--- config.mk ---
export PLATFORM = sky130hd
export DESIGN_NAME = sw_capture
export DESIGN_NICKNAME = d
export VERILOG_FILES = /design/src/rtl/sw_capture.sv
export SDC_FILE = /design/constraint.sdc
export NUM_CORES = 1
export LEC_CHECK = 0
export ABC_AREA = 1
export BUFFER_PORTS_ARGS = -buffer_cell sky130_fd_sc_hd__buf_2
export CAP_MARGIN = 10
export CORE_AREA = 4 4 82 84
export CTS_CLUSTER_DIAMETER = 80
export CTS_CLUSTER_SIZE = 28
export DETAILED_ROUTE_END_ITERATION = 6
export DIE_AREA = 0 0 86 88
export GPL_TIMING_DRIVEN = 0
export PLACE_DENSITY = 0.74
export SYNTH_ARGS = -nofsm -noshare
export SYNTH_HDL_FRONTEND = slang
export SYNTH_SLANG_ARGS = --single-unit
--- constraint.sdc ---
create_clock -name clk -period 1.8 [get_ports clk]
set_clock_uncertainty 0.15 [all_clocks]
set_input_delay 0.18 -clock clk [delete_from_list [all_inputs] [get_ports clk]]
set_output_delay 0.18 -clock clk [all_outputs]
set_load 0.02 [all_outputs]
--- src/rtl/sw_capture.sv ---
// Switch capture: two-flop synchroniser, whole-vector debounce FSM and a
// valid/ack event handshake so the consumer only loads settled, changed values.
module sw_capture #(
    parameter int WIDTH           = 8,
    parameter int DEBOUNCE_CYCLES = 100000,
    parameter int CNT_W           = 17
) (
    input  logic             clk,
    input  logic             reset,
    input  logic [WIDTH-1:0] sw_raw,
    output logic [WIDTH-1:0] sw_out,
    output logic [WIDTH-1:0] sw_changed,
    output logic             sw_valid,
    input  logic             sw_ack,
    output logic             overrun,
    output logic             settling
);

    typedef enum logic [0:0] {
        IDLE     = 1'b0,
        SETTLING = 1'b1
    } state_t;

    localparam logic [CNT_W-1:0] CNT_MAX = CNT_W'(DEBOUNCE_CYCLES - 1);

    state_t           state_r, state_nxt_s;
    logic [WIDTH-1:0] sync1_r, sync2_r;
    logic [WIDTH-1:0] candidate_r, candidate_nxt_s;
    logic [WIDTH-1:0] sw_out_r, sw_out_nxt_s;
    logic [WIDTH-1:0] last_acked_r, last_acked_nxt_s;
    logic [CNT_W-1:0] cnt_r, cnt_nxt_s;
    logic             sw_valid_r, sw_valid_nxt_s;
    logic             overrun_r, overrun_nxt_s;
    logic             commit_s;
    logic             ack_s;

    // State register, synchroniser and handshake registers
    always_ff @(posedge clk) begin
        if (reset) begin
            state_r      <= IDLE;
            sync1_r      <= '0;
            sync2_r      <= '0;
            candidate_r  <= '0;
            sw_out_r     <= '0;
            last_acked_r <= '0;
            cnt_r        <= '0;
            sw_valid_r   <= 1'b0;
            overrun_r    <= 1'b0;
        end else begin
            state_r      <= state_nxt_s;
            sync1_r      <= sw_raw;
            sync2_r      <= sync1_r;
            candidate_r  <= candidate_nxt_s;
            sw_out_r     <= sw_out_nxt_s;
            last_acked_r <= last_acked_nxt_s;
            cnt_r        <= cnt_nxt_s;
            sw_valid_r   <= sw_valid_nxt_s;
            overrun_r    <= overrun_nxt_s;
        end
    end

    // Debounce next-state logic; a commit happens only after CNT_MAX+1 matching cycles
    always_comb begin
        state_nxt_s     = state_r;
        candidate_nxt_s = candidate_r;
        cnt_nxt_s       = cnt_r;
        commit_s        = 1'b0;
        case (state_r)
            IDLE: begin
                if (sync2_r != sw_out_r) begin
                    candidate_nxt_s = sync2_r;
                    cnt_nxt_s       = '0;
                    state_nxt_s     = SETTLING;
                end else begin
                    state_nxt_s = IDLE;
                end
            end
            SETTLING: begin
                if ((sync2_r != candidate_r) && (sync2_r == sw_out_r)) begin
                    candidate_nxt_s = sw_out_r;
                    cnt_nxt_s       = '0;
                    state_nxt_s     = IDLE;
                end else if (sync2_r != candidate_r) begin
                    candidate_nxt_s = sync2_r;
                    cnt_nxt_s       = '0;
                end else if (cnt_r == CNT_MAX) begin
                    commit_s    = 1'b1;
                    state_nxt_s = IDLE;
                end else begin
                    cnt_nxt_s = cnt_r + CNT_W'(1);
                end
            end
            default: begin
                state_nxt_s     = IDLE;
                candidate_nxt_s = sw_out_r;
                cnt_nxt_s       = '0;
            end
        endcase
    end

    // Handshake: an ack captures the pre-commit word, so a same-edge commit stays pending
    always_comb begin
        ack_s            = sw_ack && sw_valid_r;
        last_acked_nxt_s = ack_s ? sw_out_r : last_acked_r;
        sw_out_nxt_s     = commit_s ? candidate_r : sw_out_r;
        if (commit_s) begin
            sw_valid_nxt_s = (candidate_r != last_acked_nxt_s);
        end else if (ack_s) begin
            sw_valid_nxt_s = 1'b0;
        end else begin
            sw_valid_nxt_s = sw_valid_r;
        end
        if (ack_s) begin
            overrun_nxt_s = 1'b0;
        end else if (commit_s && sw_valid_r) begin
            overrun_nxt_s = 1'b1;
        end else begin
            overrun_nxt_s = overrun_r;
        end
    end

    assign sw_out     = sw_out_r;
    assign sw_valid   = sw_valid_r;
    assign overrun    = overrun_r;
    assign settling   = (state_r == SETTLING);
    assign sw_changed = sw_out_r ^ last_acked_r;

endmodule

==> After elaboration in Yosys (flattened, before gate mapping) <==
Index checks and enable logic that the tools add are counted.
{ "word_totals": {"register_bits": 60, "output_inout_bits": 19} }
{ "classes": {"n_eq_ne": 8, "n_addsub": 1, "bitwise_logic": 2, "reduce_logical": 7, "muxes": 21} }
{ "ops": {"columns": ["operator", "count"], "rows": [
  ["$mux W17", 4],
  ["$pmux W17 S2", 1],
  ["$mux W8", 4],
  ["$ne A8 B8 Y1", 3],
  ["$add A17 B1 Y17 const B", 1],
  ["$eq A17 B17 Y1 const B", 1],
  ["$pmux W8 S2", 1],
  ["$mux W1", 10],
  ["$eq A8 B8 Y1", 1],
  ["$xor A8 B8 Y8", 1],
  ["$ne A4 B4 Y1 const B", 1],
  ["$reduce_and A2 Y1", 2],
  ["$logic_and A1 B1 Y1", 3],
  ["$ne A3 B1 Y1 const B", 1],
  ["$ne A2 B2 Y1 const B", 1],
  ["$pmux W1 S2", 1],
  ["$reduce_bool A2 Y1", 1],
  ["$reduce_or A2 Y1", 1],
  ["$not A1 Y1", 1]
]} }

==> Depth between registers and ports, before layout <==
Gate-level depths: netlist of the first run.
{ "logic_depth": {"ltp_word": 6, "ltp_mapped": 12} }

==> Worst setup path after synthesis of the first run <==
OpenSTA, ideal clock, no wires.
{ "synth_path": {"kind": "register to register", "from": "register sw_valid_r, in the netlist sw_valid", "to": "register sw_valid_r, in the netlist sw_valid", "arrival_time_ns": 1.507, "required_ns": 1.538, "stages_incl_launch_ff": 10, "path_slack_ns": 0.031, "period_less_slack_ns": 1.769, "path_cell_list": "dfxtp_1 -> nand2_1 -> buf_2 -> o21ai_0 -> xor2_1 -> nand2_1 -> nor2_1 -> nand2_1 -> nor2_1 -> nor2_1"} }
{ "synth_between": {"elab_chain_len": 4, "word_cells_on_any_way": 5} }
{ "synth_lines": {"columns": ["element", "line_no", "rtl"], "rows": [
  ["start: declaration", "32", "logic sw_valid_r, sw_valid_nxt_s;"],
  ["start signal: assignment", "57", "sw_valid_r <= sw_valid_nxt_s;"],
  ["$logic_and A1 B1 Y1 *", "103", "ack_s = sw_ack && sw_valid_r;"],
  ["$mux W8", "104", "last_acked_nxt_s = ack_s ? sw_out_r : last_acked_r;"],
  ["$ne A8 B8 Y1", "107", "sw_valid_nxt_s = (candidate_r != last_acked_nxt_s);"],
  ["$mux W1", "106", "if (commit_s) begin"]
]} }
Every way passes the cells marked *; elsewhere a longest branch is shown, timed or not.
A chain may end at the register's enable or synchronous reset.

==> Worst setup path in the final report of the first run <==
{ "layout_path": {"from": "register candidate_r[3]", "to": "register cnt_r[11]"} }
{ "layout_between": {"elab_chain_len": 4, "word_cells_on_any_way": 7} }
{ "layout_lines": {"columns": ["element", "line_no", "rtl"], "rows": [
  ["start: declaration", "28", "logic [WIDTH-1:0] candidate_r, candidate_nxt_s;"],
  ["start signal: assignment", "53", "candidate_r <= candidate_nxt_s;"],
  ["$ne A8 B8 Y1 *", "79, 83", null],
  ["$mux W17 or $logic_and A1 B1 Y1 (tied branches)", "83, 79", null],
  ["$mux W17 or $ne A4 B4 Y1 (tied branches)", null, null],
  ["$pmux W17 S2 or $reduce_and A2 Y1 (tied branches)", null, null],
  ["end signal: assignment", "56", "cnt_r <= cnt_nxt_s;"],
  ["end: declaration", "31", "logic [CNT_W-1:0] cnt_r, cnt_nxt_s;"]
]} }
Marked as above.

==> impl_metrics.toml, run 1 <==
[routing]
drc_errors = 0
viasPerCell = 5.01
wl_um = 7920
antenna_left = 0
drtIter0Drc = 312
vias = 3020
wl_per_cell_um = 13.1
dr.pass1.iters = 6

[logic_synthesis]
synth_seq_area_share_pct = 38.6
yosysWarnings = 0
yosysUniqueCellTypes = 28
avgSynthCellArea_um2 = 6.80
syn_area_mm2 = 0.00311
synthTopCellsByArea = "dfxtp_1 39%, nand2_1 14%, inv_1 8.0%"
yosys.area.top_type = "dfxtp_1"
synth_seq_cells = 60
synth_edf_count = 0
synth_most_common_cell = "nand2_1"
syn_nets = 470
synth_async_sr_flop_share_pct = 0
synth_cells = 458
ys_top_cells_by_count = "113 x nand2_1, 66 x inv_1, 64 x nor2_1"
netlist.area_leader.share_pct = 38.6
ys.flop_type = "dfxtp_1"

[power]
ir_drop_mv = 0.613
power.density_mw_per_mm2 = 762
leakage_nw = 1.81
p_switching_mw = 0.876
p_sw_share_pct = 28.6
p_int_mw = 2.18
p_total_mw = 3.06
power_frac_clock_pct = 40.2
p_comb_share_pct = 14.6
pwr-share-seq_pct = 45.3

[timing]
rsz0062_at_grt = "true"
fin_crit_sh_pct = 102
setup_viol = 9
layout_setup_ws_ns = -0.0357
slew_headroom_pct = 53.9
finalHoldViolations = 0
worst_slew_pin_slew_ns = 0.692
fin_setup_tns_ns = -0.129
fin_hold_ws_ns = 0.190
drv_slew = 0
fmax_mhz = 545
layout_min_cycle_time_ns = 1.84

[critical_path]
worst-setup-path-type = "flip-flop to flip-flop"
r2r-end = "cnt_r[11]"
r2r_start = "candidate_r[3]"
critPathCaptureType = "flip-flop"
startpoint_type = "flip-flop"
cp_data_required_time_ns = 1.92
regToRegSetupSlack_ns = -0.04
critPathTopFamily = "simple AND/OR/NAND/NOR gates"
cpMaxStageDelayCell = "dfxtp_1"
cp_max_fo = 7
crit_chain = "inv_2 > nand2_1 > nand2_1 > nor2_1 > nand2_2 > nor2_8 > nand3_4 > nand2_4 > clkbuf_16 > nand2_4 > a21oi_2"
r2r_cells = 11
cpPeakStageDelay_ns = 0.40
path_buf_inv = 2
worstPathArrival_ns = 1.96

[clocking]
clkSinkCount = 60
clkTransAtPathRegs_ns = 0.07
cts_tree = "done"
numCtsBuffers = 9
insertion_delay_ns = 0.35
clockBufferDepth = 2
cts-root-buf = "clkbuf_8"
cts_max_level = 3

[global_routing]
grt_pass1_vias = 2566
grt_overflow = 0
grt_pass1_wl_um = 12600
grt_usage_pct = 21.5
antenna_found_initial = 0
grt_max_degree = 13

[floorplanning]
coreArea_mm2 = 0.00592
die_area_mm2 = 0.00757
die_w_um = 86
initial_core_util_pct = 52.6
rows = 28
io_pins = 30
die_h_um = 88

[cells_and_area]
nets = 535
instances_no_fill = 603
drive_gt1_share_pct = 29.7
area_growth_syn_to_layout_pct = 28.9
finish.utilization_pct = 67.8
antenna_cells = 0
fill_cells = 502

[placed_design]
place_hpwl_um = 5230
dpl.cell_count = 562
portBuffers = 29
gp_congestion = 0.905

[hold_path]
hold-path-endpoint = "last_acked_r[0]"
hp-class = "input port to flip-flop"
worstHoldStart = "sw_ack"
hold_depth = 4

[outcome]
status = "complete, but fails checks"
violations = "setup timing"

[job]
drv_cap = 0
==> final cells by class <==
| class | count | area (µm²) | area share, % |
|---|---|---|---|
| clock buffer | 9 | 124 | 3.09 |
| sequential | 60 | 1250 | 31.3 |
| tap | 75 | 93.8 | 2.34 |
| clock inverter | 7 | 75.1 | 1.87 |
| timing repair buffer | 54 | 379 | 9.45 |
| inverter | 74 | 280 | 6.98 |
| multi-input combinational | 313 | 1730 | 43.0 |
| buffer | 11 | 80.1 | 2.00 |
==> worst register-to-register path, delay by kind of cell, from the launching register on <==
family,cells,cell delay [ns]
and+or+nand+nor,8,0.86
DFF,1,0.40
buffers and inverters,2,0.23
AOI/OAI and AO/OA,1,0.11
==> power by group through the flow <==
stage / Combinational [mW] / Clock, mW / Sequential [mW]
2_1_floorplan: 0.226 / 0 / 1.41
3_3_place_gp: 0.304 / 0 / 1.42
3_5_place_dp: 0.308 / 0 / 1.42
4_1_cts: 0.352 / 1.25 / 1.39
5_1_grt: 0.486 / 1.30 / 1.39
6_report: 0.446 / 1.23 / 1.38
==> repair_timing <==
item,4_1_cts,5_1_grt
pin swaps,3,26
setup buffers,2,12
hold endpoints to repair,10,0
endpoints found under the setup margin,36,36
gates cloned,0,1
hold buffers,10,0
gates resized for setup,24,69
==> layout by cell type, fill, tap and decap left out, types with 12 or more instances in the layout <==
cell,netlist,layout
buf_4,1,13
dfxtp_2,0,19
xor2_1,18,18
nand4_1,13,13
inv_1,66,61
inv_2,7,12
dfxtp_1,60,33
nand2_1,113,108
buf_2,2,29
a21oi_1,20,19
nor2_1,64,55
nand2_2,11,14
nand3_1,17,17
==> registers in the layout, indices dropped and copies added (netlist names) <==
register / flops
overrun: 1
settling: 1
sw_out: 8
cnt_r: 17
candidate_r: 8
sw_valid: 1
last_acked_r: 8
sync2_r: 8
sync1_r: 8
==> routing by layer <==
metal | track usage [%] | vias to the layer above | wire length [µm]
li1 | - | 1550 | -
met1 | 30.5 | 1335 | 3730
met2 | 32.2 | 118 | 3510
met3 | 4.33 | 17 | 525
met4 | 8.06 | 0 | 156
met5 | 0 | - | 0
==> metrics by stage <==
step	worst slack, ns	cell area [µm²]
floorplan	0.0312	3110
global placement	-0.213	3350
detailed placement	-0.262	3350
CTS	0.000818	3730
global route	-0.108	4010
finish	-0.0357	4010
==> logic make-up (layout without fill, tap and decap cells) <==
family / after synthesis / after routing / share of synthesized area (%)
XOR/XNOR: 24 / 24 / 6.75
AO/OA/AOI/OAI: 49 / 49 / 8.96
adder cells (fa/ha/maj): 1 / 1 / 0.402
AND/OR/NAND/NOR: 239 / 239 / 34.4
buffers and inverters: 85 / 155 / 10.9
flip-flops: 60 / 60 / 38.6
==> worst max-delay path by stage <==
| stage | from | to | slack, ns | cells past startpoint |
|---|---|---|---|---|
| finish | candidate_r[3] | cnt_r[11] | -0.04 | 11 |
| global route | sync2_r[5] | cnt_r[11] | -0.11 | 11 |
| CTS | sw_out[4] | cnt_r[3] | 0.0008 | 10 |
| detailed placement | sw_valid | sw_valid | -0.26 | 9 |
| global placement | sw_valid | sw_valid | -0.21 | 9 |
| floorplan | sw_valid | sw_valid | 0.03 | 9 |
Note: power is estimated with default switching activity, not from simulation.
==> run 2: changes to the inputs <==
GPL_TIMING_DRIVEN = not set   (was 0)
==> run 2 against run 1 <==
Effect of this change:
- the run still ends with setup timing left
- worst setup slack improved by 0.035 ns
- utilization increased by 5.1 points
- sequential power about the same
- first-iteration DRC count decreased by 22%
- clock power increased by 15%
- worst hold slack got worse by 0.064 ns
- via count increased by 5.9%
- sequential share of layout area decreased by 2.4 points
- clock-buffer cell count increased by 3
- wire length increased by 3.0%
- total power increased by 5.4%
- critical path type unchanged
==> impl_metrics.toml, run 2 (synthesized netlist as in run 1, its figures left out) <==
[timing]
fin_crit_sh_pct = 100
finalHoldViolations = 0
slew_headroom_pct = 63.4
rsz0062_at_grt = "true"
worst_slew_pin_slew_ns = 0.549
layout_setup_ws_ns = -0.000909
layout_min_cycle_time_ns = 1.80
fmax_mhz = 555
drv_slew = 0
fin_setup_tns_ns = -0.000909
setup_viol = 1

[outcome]
status = "complete, but fails checks"
violations = "setup timing"

[clocking]
clkSinkCount = 60
cts_tree = "done"
cts-root-buf = "clkbuf_8"
clkTransAtPathRegs_ns = 0.07
numCtsBuffers = 9
cts_max_level = 3
clockBufferDepth = 2
insertion_delay_ns = 0.33

[power]
power_frac_clock_pct = 44.1
p_int_mw = 2.40
p_switching_mw = 0.822
power.density_mw_per_mm2 = 748
pwr-share-seq_pct = 43.0
p_comb_share_pct = 13.0
leakage_nw = 1.98
p_sw_share_pct = 25.5
ir_drop_mv = 0.572

[placed_design]
portBuffers = 29
pre_cts_ws_ns = -0.0303
place_hpwl_um = 5350
gp_congestion = 0.937

[global_routing]
grt_max_degree = 34
grt_usage_pct = 21.4
grt_overflow = 0
grt_pass1_wl_um = 12900
grt_pass1_vias = 2891
antenna_found_initial = 0

[critical_path]
cp_max_fo = 5
r2r_cells = 10
cp_data_required_time_ns = 1.88
worstPathArrival_ns = 1.88
startpoint_type = "flip-flop"
worst-setup-path-type = "flip-flop to flip-flop"
critPathCaptureType = "flip-flop"
regToRegSetupSlack_ns = -0.0009

[routing]
dr.pass1.iters = 6
vias = 3199
drtIter0Drc = 242
drc_errors = 0
wl_um = 8160
antenna_left = 0
wl_per_cell_um = 12.9
viasPerCell = 5.07

[cells_and_area]
area_growth_syn_to_layout_pct = 38.5
final_cell_mix = "102 x nand2_1, 62 x inv_1, 54 x nor2_1"
multi_input_area_mm2 = 0.00179
final_common_cell = "nand2_1"
regMostFlops = "cnt_r"
nets = 564
drive_gt1_share_pct = 36.2
register_area_mm2 = 0.00124
antenna_cells = 0
largest_register_ffs = 17
fill_cells = 425

[floorplanning]
die_w_um = 86
die_area_mm2 = 0.00757
die_h_um = 88
initial_core_util_pct = 52.6
io_pins = 30
coreArea_mm2 = 0.00592
rows = 28

[hold_path]
hp-class = "input port to flip-flop"
hold_depth = 3

[job]
drv_cap = 0
-- run 2: cell count changes in the layout (fill, tap and decap cells not counted), moves of 4 or more --
| cell | delta |
|---|---|
| a21oi_1 | -4 |
| a21oi_2 | +4 |
| buf_4 | +35 |
| clkbuf_1 | -5 |
| dfxtp_1 | +7 |
| dfxtp_2 | -6 |
| nand2_1 | -6 |
| nand2_2 | +8 |
| nand3_2 | +4 |
-- run 2: layer usage --
metal  vias to the layer above  track usage (%)  wire, µm
met4                         0             6.76       177
li1                       1606                -         -
met2                       101             35.4      3940
met1                      1471             28.2      3580
met3                        21             3.95       458
met5                         -                0         0
-- run 2: critical path: stages (launching register included) --
cell	delay (ns)
dfxtp_4	0.38
inv_4	0.04
nand2_2	0.05
nand2_2	0.05
nor2_2	0.13
nand2_2	0.12
nor2_8	0.21
nand3_4	0.17
buf_6	0.17
o21ai_0	0.16
a21oi_1	0.06
-- run 2: final timing paths --
path	startpoint	to
worst max-delay path	sync2_r[5]	sw_out[2]
worst min-delay path	reset	cnt_r[6]
worst min register to register	sync1_r[7]	sync2_r[7]
worst max register to register	sync2_r[5]	sw_out[2]
-- run 2: area by class of cell --
class | count | share of cell area (%)
multi-input combinational | 315 | 41.4
sequential | 60 | 28.8
timing repair buffer | 92 | 15.6
inverter | 74 | 6.56
clock buffer | 12 | 3.83
tap | 75 | 2.18
clock inverter | 3 | 1.60
-- run 2: power by group through the flow --
| stage | sequential (mW) | combinational [mW] | clock (mW) |
|---|---|---|---|
| 3_5_place_dp | 1.41 | 0.315 | 0 |
| 3_3_place_gp | 1.41 | 0.310 | 0 |
| 6_report | 1.39 | 0.419 | 1.42 |
| 5_1_grt | 1.39 | 0.450 | 1.50 |
| 2_1_floorplan | 1.41 | 0.226 | 0 |
| 4_1_cts | 1.38 | 0.351 | 1.44 |
-- run 2: what timing repair did --
item	in CTS	in global routing
gates cloned	0	2
hold buffers	9	0
hold endpoints to repair	9	0
setup buffers	1	5
endpoints found under the setup margin	29	35
pin swaps	2	24
gates resized for setup	12	83
-- run 2: per-stage QoR --
step | hold slack [ns] | instance area, µm² | total power, mW | cells | utilization (%)
4_1_cts | 0.109 | 4030 | 3.17 | 624 | 68.1
3_5_place_dp | 0.235 | 3650 | 1.73 | 599 | 61.7
6_report | 0.126 | 4310 | 3.22 | 631 | 72.8
2_1_floorplan | 0.137 | 3110 | 1.64 | 458 | -
3_3_place_gp | 0.230 | 3650 | 1.72 | 599 | 61.7
5_1_grt | 0.134 | 4310 | 3.34 | 631 | 72.8
